<file path="src/rtl/tlul_pkg.sv">
// TL-UL channel types shared by the socket and its bench.
package tlul_pkg;

    parameter int unsigned TL_AW  = 32;
    parameter int unsigned TL_DW  = 32;
    parameter int unsigned TL_AIW = 8;
    parameter int unsigned TL_DIW = 1;
    parameter int unsigned TL_SZW = 2;
    parameter int unsigned TL_DBW = TL_DW / 8;
    parameter int unsigned TL_UW  = 16;

    typedef struct packed {
        logic              a_valid;
        logic [2:0]        a_opcode;
        logic [2:0]        a_param;
        logic [TL_SZW-1:0] a_size;
        logic [TL_AIW-1:0] a_source;
        logic [TL_AW-1:0]  a_address;
        logic [TL_DBW-1:0] a_mask;
        logic [TL_DW-1:0]  a_data;
        logic [TL_UW-1:0]  a_user;
        logic              d_ready;
    } tl_h2d_t;

    typedef struct packed {
        logic              d_valid;
        logic [2:0]        d_opcode;
        logic [2:0]        d_param;
        logic [TL_SZW-1:0] d_size;
        logic [TL_AIW-1:0] d_source;
        logic [TL_DIW-1:0] d_sink;
        logic [TL_DW-1:0]  d_data;
        logic [TL_UW-1:0]  d_user;
        logic              d_error;
        logic              a_ready;
    } tl_d2h_t;

endpackage

</file>
<file path="src/rtl/tlul_socket_m1_rr.sv">
// M:1 TL-UL socket with locked round-robin arbitration. The host index is
// appended to the low bits of a_source and used to route responses back.
// Optional macro TLUL_SOCKET_M1_RSP_REG_EN adds a one-entry response register.
module tlul_socket_m1_rr #(
    parameter int unsigned M = 4
) (
    input  logic               clk_i,
    input  logic               rst_i,
    input  tlul_pkg::tl_h2d_t  tl_h_i [M],
    output tlul_pkg::tl_d2h_t  tl_h_o [M],
    output tlul_pkg::tl_h2d_t  tl_d_o,
    input  tlul_pkg::tl_d2h_t  tl_d_i,
    output logic [M-1:0]       gnt_o,
    output logic               rsp_misroute_o
);

    localparam int unsigned SW  = $clog2(M);
    localparam int unsigned AIW = tlul_pkg::TL_AIW;

    // Arbiter state
    logic [SW-1:0]     r_prio;
    logic              r_lock;
    logic [SW-1:0]     r_lock_id;

    logic              w_gnt_any;
    logic [SW-1:0]     w_gnt_id;
    logic [M-1:0]      w_gnt;
    tlul_pkg::tl_h2d_t w_req;
    logic              w_a_valid;
    logic              w_accept;

    // Response path
    tlul_pkg::tl_d2h_t w_rsp;
    logic              w_rsp_valid;
    logic [SW-1:0]     w_route_idx;
    logic              w_route_ok;
    logic              w_route_ready;
    logic              w_dev_d_ready;
    logic              w_misroute;

    // Top source bits are discarded by design
    logic              w_unused;
    assign w_unused = ^w_req.a_source[AIW-1 -: SW];

    // Pick the granted host: locked id first, else first valid from r_prio upward
    always_comb begin
        w_gnt_any = 1'b0;
        w_gnt_id  = '0;
        if (!rst_i) begin
            if (r_lock) begin
                w_gnt_any = 1'b1;
                w_gnt_id  = r_lock_id;
            end else begin
                // Scan backwards so the closest valid host to r_prio wins last
                for (int k = int'(M) - 1; k >= 0; k--) begin
                    if (tl_h_i[(int'(r_prio) + k) % int'(M)].a_valid) begin
                        w_gnt_any = 1'b1;
                        w_gnt_id  = SW'((int'(r_prio) + k) % int'(M));
                    end
                end
            end
        end
    end

    // One-hot grant vector and request mux
    always_comb begin
        w_gnt = '0;
        w_req = '0;
        for (int i = 0; i < int'(M); i++) begin
            if (w_gnt_any && (w_gnt_id == SW'(i))) begin
                w_gnt[i] = 1'b1;
                w_req    = tl_h_i[i];
            end
        end
    end

    assign w_a_valid = w_gnt_any & w_req.a_valid;
    assign w_accept  = w_a_valid & tl_d_i.a_ready;
    assign gnt_o     = w_gnt;

    // Device request: granted host passes through with its index tagged on a_source
    always_comb begin
        tl_d_o          = w_req;
        tl_d_o.a_valid  = w_a_valid;
        tl_d_o.a_source = {w_req.a_source[AIW-1-SW:0], w_gnt_id};
        tl_d_o.d_ready  = w_dev_d_ready;
    end

    // Lock a stalled grant; advance priority past the host on accept
    always_ff @(posedge clk_i) begin
        if (rst_i) begin
            r_prio    <= '0;
            r_lock    <= 1'b0;
            r_lock_id <= '0;
        end else if (w_accept) begin
            r_lock <= 1'b0;
            r_prio <= (w_gnt_id == SW'(M - 1)) ? '0 : w_gnt_id + SW'(1);
        end else if (w_a_valid) begin
            r_lock    <= 1'b1;
            r_lock_id <= w_gnt_id;
        end
    end

    // Destination of the beat currently presented to hosts
    assign w_route_idx = w_rsp.d_source[SW-1:0];
    assign w_route_ok  = ({1'b0, w_route_idx} < (SW + 1)'(M));

    // d_ready of the host the presented beat is routed to; sink misrouted beats
    always_comb begin
        w_route_ready = 1'b1;
        if (w_route_ok) begin
            w_route_ready = 1'b0;
            for (int i = 0; i < int'(M); i++) begin
                if (w_route_idx == SW'(i)) begin
                    w_route_ready = tl_h_i[i].d_ready;
                end
            end
        end
    end

`ifdef TLUL_SOCKET_M1_RSP_REG_EN
    logic              r_full;
    tlul_pkg::tl_d2h_t r_rsp;
    logic              w_in_ok;
    logic              w_capture;

    assign w_rsp         = r_rsp;
    assign w_rsp_valid   = r_full;
    assign w_in_ok       = ({1'b0, tl_d_i.d_source[SW-1:0]} < (SW + 1)'(M));
    // Accept a new beat in the same cycle the held one drains
    assign w_dev_d_ready = !r_full | w_route_ready;
    assign w_capture     = tl_d_i.d_valid & w_dev_d_ready;
    assign w_misroute    = w_capture & !w_in_ok & !rst_i;

    // One-entry response holding register; misrouted beats are never stored
    always_ff @(posedge clk_i) begin
        if (rst_i) begin
            r_full <= 1'b0;
            r_rsp  <= '0;
        end else if (w_capture && w_in_ok) begin
            r_full <= 1'b1;
            r_rsp  <= tl_d_i;
        end else if (r_full && w_route_ready) begin
            r_full <= 1'b0;
        end
    end
`else
    assign w_rsp         = tl_d_i;
    assign w_rsp_valid   = tl_d_i.d_valid;
    assign w_dev_d_ready = w_route_ready;
    assign w_misroute    = tl_d_i.d_valid & !w_route_ok & !rst_i;
`endif

    assign rsp_misroute_o = w_misroute;

    // Host response channels: only the routed host sees d_valid
    always_comb begin
        for (int i = 0; i < int'(M); i++) begin
            tl_h_o[i]          = w_rsp;
            tl_h_o[i].d_source = w_rsp.d_source >> SW;
            tl_h_o[i].d_valid  = w_rsp_valid & (w_route_idx == SW'(i)) & !rst_i;
            tl_h_o[i].a_ready  = tl_d_i.a_ready & w_gnt[i];
        end
    end

endmodule

</file>
<file path="config.mk">
export PLATFORM = sky130hd
export DESIGN_NAME = tlul_socket_m1_rr
export DESIGN_NICKNAME = d
export VERILOG_FILES = /design/src/rtl/tlul_pkg.sv /design/src/rtl/tlul_socket_m1_rr.sv
export SDC_FILE = /design/constraint.sdc
export NUM_CORES = 1
export LEC_CHECK = 0
export BUFFER_PORTS_ARGS = -buffer_cell sky130_fd_sc_hd__buf_2
export CORE_AREA = 2 2 332 334
export DETAILED_ROUTE_END_ITERATION = 6
export DIE_AREA = 0 0 334 336
export PLACE_DENSITY_LB_ADDON = 0.1
export SLEW_MARGIN = 30
export SYNTH_ARGS = -nofsm -noshare
export SYNTH_HDL_FRONTEND = slang
export SYNTH_SLANG_ARGS = --single-unit
</file>
<file path="constraint.sdc">
create_clock -name clk_i -period 6.8 [get_ports clk_i]
set_input_delay 0 -clock clk_i [delete_from_list [all_inputs] [get_ports clk_i]]
set_output_delay 0 -clock clk_i [all_outputs]
set_load 0.05 [all_outputs]
</file>
# ---- Yosys cells after proc, flatten, opt, wreduce, memory -nomap -nowiden
# Cells that the tools add are included.
dict set report totals {
  n_memories 0
  reg_bits 5
  mem_bits_rw 0
  latchBits 0
  romBits 0
  input_bits 478
}
dict set report op_classes {
  multipliers 0
  n_addsub 4
  magnitude_cmp 4
  reduce_logical 12
  n_mux 37
  eq_ne 6
  bitwise 22
  n_div 0
  shift 0
}
# cell n
set ops {}
lappend ops {{two-way mux 102 bit} 12}
lappend ops {{binary-select mux 102 bit (select 2 bit)} 4}
lappend ops {{greater-or-equal comparator 32 x 3 -> 1 bit, second input constant} 4}
lappend ops {{NOT 32 bit} 3}
lappend ops {{NOT 2 -> 32 bit} 1}
lappend ops {{bitwise AND 1 bit} 14}
lappend ops {{two-way mux 1 bit} 14}
lappend ops {{two-way mux 2 bit} 7}
lappend ops {{== test 2 bit, second input constant} 4}
lappend ops {{OR reduction 2 bit} 4}
lappend ops {{adder 2 x 1 -> 2 bit, second input constant} 2}
lappend ops {{adder 2 bit, second input constant} 2}
lappend ops {{== test 2 x 1 -> 1 bit, second input constant} 2}
lappend ops {{logical AND 1 bit} 4}
lappend ops {{zero test 2 bit} 2}
lappend ops {{bitwise AND 1 bit, first input constant} 3}
lappend ops {{AND reduction 2 bit} 1}
lappend ops {{zero test 1 bit} 1}
lappend ops {{NOT 1 bit} 1}

# ---- Logic depth before layout (Yosys ltp)
# Gate-level depths: netlist (run 1).
dict set report logic_depth {
  word_depth 23
  depth_mapped 14
  depth_no_buf 11
}

# ---- Worst setup path before layout (run 1)
# Ideal clock, no wire load.
dict set report synth_timing {
  kind {flip-flop to output port}
  from {register r_prio[1]}
  to {output port tl_d_o[81] in the netlist's numbering}
  arrival_time_ps 3242
  t_required_ps 6800
  path_slack_ps 3558
  path_buffers 3
  path_stages_with_launch 14
  cell_sequence {dfxtp_1 > a21o_1 > a21oi_1 > o22ai_1 > o21ai_0 > and2_1 > ha_1 > buf_2 > clkbuf_1 > clkbuf_1 > a221oi_1 > nor3_1 > a21oi_1 > nor2_1}
}
# element line_no
set synth_lines {}
lappend synth_lines {{from (decl)} tlul_socket_m1_rr.sv:21} ;# logic [SW-1:0] r_prio;
lappend synth_lines {{from (signal assigned)} tlul_socket_m1_rr.sv:97} ;# r_prio <= (w_gnt_id == SW'(M - 1)) ? '0 : w_gnt_id + SW'(1);
lappend synth_lines {{to (decl)} tlul_socket_m1_rr.sv:11} ;# output tlul_pkg::tl_h2d_t tl_d_o,

==> results of run 1 <==
## metal layers
| metal | routed length, microns | up-vias | part of all wire (%) |
|---|---|---|---|
| met4 | 1374 | 4 | 3.7 |
| met1 | 12700 | 3064 | 34 |
| met2 | 19120 | 534 | 51 |
| met5 | 30 | - | 0.081 |
| met3 | 4007 | 97 | 11 |
| li1 | - | 3324 | - |
## final cells by class
cell class	instances	area (sq um)
flip-flops and latches	5	100.1
fillers	13000	100400
multi-input cells	563	3332
inverters	4	15.01
diodes	3	7.507
clock buffers	4	78.83
repair buffers	533	2738
well taps	1414	1769
## metrics by stage
step / area (sq um) / hold slack, ns / setup WS (ns) / std cells / power (mW)
2_1_floorplan: 5719 / 0.07238 / 3.558 / 916 / 0.9976
3_3_place_gp: 7949 / 0.0008177 / 2.731 / 2518 / 0.9172
3_5_place_dp: 7949 / 0.0008177 / 2.758 / 2518 / 0.9096
4_1_cts: 8028 / 0.0008177 / 2.513 / 2522 / 1.011
5_1_grt: 8035 / 0.0001961 / 2.210 / 2524 / 1.075
6_report: 8040 / 0.00003543 / 2.815 / 2526 / 0.9850
## worst min-delay path by stage
stage	slack, ns	from	to
detailed placement	0.0008	tl_d_i[45]	tl_h_o[113]
global placement	0.0008	tl_d_i[45]	tl_h_o[113]
global route	0.0002	tl_d_i[36]	tl_h_o[240]
floorplan	0.07	rst_i	r_prio[1]
finish	0.00004	tl_d_i[22]	tl_h_o[158]
CTS	0.0008	tl_d_i[45]	tl_h_o[113]
## synthesized netlist by cell type
master	n
a31oi_1	1
nor2b_1	101
ha_1	4
nor3b_1	1
or4_4	1
nand4_1	1
o21ai_2	1
conb_1	1
nand2b_1	3
and3_1	5
o211ai_1	1
dfxtp_1	5
buf_1	4
and2_1	5
o31ai_1	1
mux4_2	1
a221oi_1	98
o22ai_1	1
buf_4	269
clkbuf_1	57
nor2_1	108
buf_2	13
inv_1	3
buf_6	1
a211oi_1	2
a211oi_2	1
nand3_1	1
a41oi_1	1
nor3_1	99
a21oi_1	102
a21o_1	1
o21ai_0	2
nor4bb_1	1
mux2i_1	3
clkinv_1	1
nand2_1	8
## report_power, final
part	internal [mW]	total, mW	leakage, nW	switching, mW
clock network	0.0778	0.0976	0.0382	0.0198
logic	0.276	0.855	3.39	0.579
registers	0.0308	0.0329	0.0405	0.00213
total	0.384	0.985	3.47	0.601
## state kept, by name, summed over array words and instances, names as in the netlist
signal and cells:
r_lock_id 2, r_lock 1, r_prio 2
## cell families after synthesis
| logic type | Yosys count |
|---|---|
| buffers and inverters | 348 |
| AND/OR/NAND/NOR | 334 |
| AO/OA/AOI/OAI | 212 |
| flip-flops | 5 |
| multiplexers | 4 |
| adder cells (fa/ha/maj) | 4 |
| other | 1 |
## cells in the final DEF (no fill, tap or decap), drive strengths merged, types with 3 or more instances in the layout
master  synthesis  layout
mux2i           3       3
nor3           99      99
dfxtp           5       5
and2            5       5
nor2b         101     101
and3            5       5
nand2b          3       3
buf           287     533
inv             3       3
conb            1       9
a221oi         98      98
clkbuf         57       4
a21oi         102     102
nand2           8       8
diode           0       3
a211oi          3       3
nor2          108     108
ha              4       4
o21ai           3       3
## critical path: stages, from the launching register on
cell and delay, ns:
dfxtp_1 0.42, nand2b_1 0.13, a21oi_1 0.06, o31ai_1 0.35
nand3_1 0.29, inv_1 0.25, ha_4 0.20, buf_4 0.31
buf_4 0.52, a221oi_1 0.18, nor3_1 0.50, a21oi_1 0.08
nor2_1 0.10, buf_2 0.28
==> impl_metrics.ini, run 1 <==
[detailed_routing]
ant_nets = 0
wirelength_microns = 37240
routed-via-count = 7023
drc = 0
first_iter_violations = 215
wire_per_inst_microns = 14.74
avgViaCountPerCell = 2.780
drt-pass1-iter-count = 4

[timing]
report.final.slew_viol_count = 0
clock_skew_ns = 0.0002384
setup_viol = 0
post-route-period-util_pct = 58.61
tightest_slew_ns = 0.7915
min_period_ns = 3.985
rsz0062_at_grt = no
fmax_mhz = 250.9
hold_viol_final = 0
tns_ns = 0
relSlewSlack_pct = 47.23

[grt]
grt_pass1_wl_microns = 51360
met2_usage_pct = 11.76
use_met3_pct = 2.238
grt_max_degree = 111
grt_pass1_vias = 7328
top_usage_layer = met2
grtUsageMet1_pct = 5.956
grt_antenna_before_repair = 6
track_usage_pct = 6.133
grt.overflow.total = 0

[setup_path]
critPathCaptureType = output pin
crit_path_start = r_prio[1]
r2r_cells = 12
cp.arrival_ns = 3.99
worstPathMaxFanout = 41
rr_endpoint = r_prio[1]
critPathKind = reg -> out
crit_path_start_kind = flip-flop
crit_required_ns = 6.80
reg2reg_slack_ns = 3.10
r2r-start = r_prio[1]
crit_end = tl_d_o[62]

[synthesis]
syn_area_sq_um = 5689
synth.area.top_cells = buf_4 35%, a221oi_1 15%, nor2b_1 11%
synth_top_family_by_area = buffers and inverters
synth_area_leader_cell = buf_4
synth-compound-area-share_pct = 25.64
synth_top_area_share_pct = 35.50
ys_ff_latch = 5
yosysWarningCount = 0
synth-simple-area-share_pct = 29.60
muxShareOfSynthArea_pct = 0.9237
avgSynthCellArea_sq_um = 6.266
syn_inst = 908
yosys.area_share.adder_pct = 0.8797
ys_seq_area_share_pct = 1.759
synth_xor_area_share_pct = 0
yosysUniqueCellTypes = 36

[power]
powerDensity_nw_per_um2 = 122.5
irDropWorstVdd_v = 0.00005043
leakagePower_nw = 3.469

[floorplan]
row_count = 121
ios = 857
coreArea_sq_um = 108400
die_h_microns = 336
die_w_microns = 334
die_area_sq_um = 112200
initial_core_util_pct = 5.248

[clock_tree]
post_cts_buffers = 0
clk_pin_slew_ns = 0.03
insertion_delay_ns = 0.23
cts_root_buffer = clkbuf_16
htree_levels = 1
cts.sinks = 5
hold_buffers = 0
tritoncts = built
cts_resized = 0
clk_path_buf_depth = 2
cts_made_buffers = 3

[min_path]
worstHoldPathCells = 0
holdCritPathClass = in -> out

[layout]
fin_util_pct = 7.417
area_growth_pct = 41.32
fin_nets = 1592
drive_above_1_share_pct = 49.05

[placed_design]
io_buffers = 519
gp_congestion = 0.7288
dp_hpwl_microns = 30360

[outcome]
outcome = complete, no violations

[flow_run]
maxCapViolations = 0
Note: power is estimated with default switching activity, not from simulation.
==> run 2: changes to the inputs <==
Settings changed: ABC_AREA set to 1, CORE_AREA 2 2 332 334 to 2 2 330 332, DIE_AREA 0 0 334 336 to 0 0 332 334.
Clock period 6.8 ns to 3.99 ns, I/O delays scaled along.
==> run 2 against run 1 <==
Compared with the run above:
- worst setup slack got worse by 2.4 ns
- final area rose by 8.3%
- synthesized cell count rose by 27%
- global-route usage rose by 1.5 points
- critical path type unchanged
- largest power group unchanged
==> impl_metrics.ini, run 2 <==
[synthesis]
synth.most_common_cell = nand2_1
synthFlopType = dfxtp_1
synth.area.top_cells = buf_4 34%, nand2_1 26%, a31oi_1 10%
synth_top_area_share_pct = 33.52
syn_inst = 1150
ys_top_cells_by_count = 422 x nand2_1, 275 x buf_4, 116 x nor2_1
yosysWarningCount = 0
synth_area_leader_cell = buf_4
async_flop_share_pct = 0
syn_area_sq_um = 6158
yosysUniqueCellTypes = 30
ys_ff_latch = 5
avgSynthCellArea_sq_um = 5.355
ys_seq_area_share_pct = 1.625
synth_edf_count = 0

[detailed_routing]
ant_nets = 0
first_iter_violations = 213
drc = 0
avgViaCountPerCell = 2.863
drt-pass1-iter-count = 5
wirelength_microns = 45310
routed-via-count = 8014
wire_per_inst_microns = 16.19

[grt]
grtUsageMet1_pct = 7.530
grt_pass1_vias = 8433
use_met3_pct = 2.789
met2_usage_pct = 14.30
grt_antenna_before_repair = 12
top_usage_layer = met2
grt_max_degree = 68
grt_pass1_wl_microns = 61640
track_usage_pct = 7.636
grt.overflow.total = 0

[layout]
fin_nets = 1865
fin_util_pct = 8.075
drive_above_1_share_pct = 43.99
area_growth_pct = 41.35
final_common_cell = buf_2
final_cell_mix = 519 x buf_2, 419 x nand2_1, 116 x nor2_1
finalInstanceArea_sq_um = 8705
fillers = 13020
reg_top3 = r_lock_id (2), r_prio (2), r_lock (1)

[setup_path]
reg2reg_slack_ns = 0.96
crit_path_start_kind = flip-flop
rr_endpoint = r_prio[0]
critPathCaptureType = output pin
critPathKind = reg -> out
cp.arrival_ns = 3.56
crit_required_ns = 3.99
r2r-start = r_prio[1]
worstPathMaxFanout = 31
r2r_cells = 21

[timing]
setup_viol = 0
report.final.slew_viol_count = 0
tns_ns = 0
fmax_mhz = 280.9
min_period_ns = 3.561
clock_skew_ns = 0.003090
rsz0062_at_grt = no
post-route-period-util_pct = 89.24
holdWs_ns = 0.00003590
hold_viol_final = 0

[clock_tree]
clk_path_buf_depth = 2
tritoncts = built
clk_pin_slew_ns = 0.03
post_cts_buffers = 0
cts.sinks = 5
cts_made_buffers = 3
insertion_delay_ns = 0.23
cts_root_buffer = clkbuf_16
htree_levels = 1

[power]
irDropWorstVdd_v = 0.0003086
leakagePower_nw = 4.374
powerDensity_nw_per_um2 = 745.0

[min_path]
holdCritPathClass = in -> out
hold_start = tl_d_i[60]
hold-path-endpoint = tl_h_o[264]
worstHoldPathCells = 0

[floorplan]
ios = 857
die_area_sq_um = 110900
die_h_microns = 334
row_count = 121
initial_core_util_pct = 5.713
die_w_microns = 332
coreArea_sq_um = 107800

[flow_run]
maxCapViolations = 0

[placed_design]
placed_area_sq_um = 8610
dp_hpwl_microns = 38240
gp_congestion = 0.7948
io_buffers = 519

[outcome]
outcome = complete, no violations
run 2: cell count changes after synthesis, moves of 92 or more:
| cell | before | now |
|---|---|---|
| nand2_1 | 8 | 422 |
| nor2b_1 | 101 | 0 |
| a21oi_1 | 102 | 2 |
| a221oi_1 | 98 | 0 |
| a31oi_1 | 1 | 99 |
| nor3_1 | 99 | 4 |
| nand3_1 | 1 | 93 |
run 2: worst max-delay path by stage:
| stage | startpoint | to | cells past startpoint |
|---|---|---|---|
| after floorplan | r_prio[0] | tl_d_o[100] | 21 |
| after global placement | r_prio[0] | tl_d_o[18] | 22 |
| after detailed placement | r_prio[0] | tl_d_o[18] | 22 |
| after CTS | r_prio[0] | tl_d_o[18] | 22 |
| after global routing | r_prio[1] | tl_d_o[11] | 20 |
| final | r_prio[1] | tl_d_o[91] | 21 |
run 2: worst max-delay path: stages, from the launching register on:
cell and delay (ns):
dfxtp_1 0.35, inv_1 0.15, nand2_1 0.08, nand2_2 0.07, nand2_2 0.07, nand2_4 0.09
nand2_1 0.05, o21ai_0 0.07, nand2_1 0.09, nand2_1 0.06, nand2_1 0.04, nor2_1 0.12
nor2_1 0.07, buf_4 0.16, inv_1 0.09, ha_1 0.22, nand3_4 0.15, inv_4 0.22
buf_12 0.21, nand2_1 0.14, a31oi_1 0.39, buf_2 0.35
run 2: kinds of logic (layout without fill, tap and decap cells):
kind of cell | count (synthesis) | after routing | synth area share (%)
buffers and inverters | 362 | 586 | 41.16
other | 1 | 12 | 0.06089
AOI/OAI and AO/OA | 108 | 108 | 10.89
and+or+nand+nor | 670 | 670 | 45.45
adders and majority gates | 4 | 4 | 0.8127
DFF | 5 | 5 | 1.625
run 2: stage by stage:
step	total power [mW]	std cells	worst slack, ns
finish	6.485	2799	0.4294
global route	6.991	2796	0.08108
CTS	6.686	2796	0.06784
detailed placement	6.499	2792	0.3069
global placement	6.563	2792	0.2295
floorplan	5.123	1158	0.1406
run 2: final cells by class:
class	count	area, sq um	share of cell area [%]
Antenna cell	3	7.507	0.08624
Clock buffer	4	78.83	0.9056
Inverter	19	88.84	1.021
Multi-Input combinational cell	791	3581	41.14
Sequential cell	5	101.3	1.164
Tap cell	1414	1769	20.32
Timing Repair Buffer	563	3078	35.36
run 2: what timing repair did:
action / 4_1_cts / 5_1_grt
endpoints found under the setup margin: 0 / 19
gates resized for setup: 0 / 4
hold buffers: 0 / 0
run 2: metal layers:
metal	vias to the layer above	part of all wire, %	wire, microns
met5	-	0.28	127
met4	16	4.8	2154
met3	109	9.5	4323
met2	491	49	22360
met1	3508	36	16350
li1	3890	-	-
run 2: report_power, final:
group	total, mW	internal (mW)	switching (mW)	leakage (nW)
Clock	0.169	0.133	0.0361	0.0382
Sequential	0.0926	0.0698	0.0228	0.0413
Combinational	6.22	1.46	4.77	4.29
Total	6.49	1.66	4.83	4.37
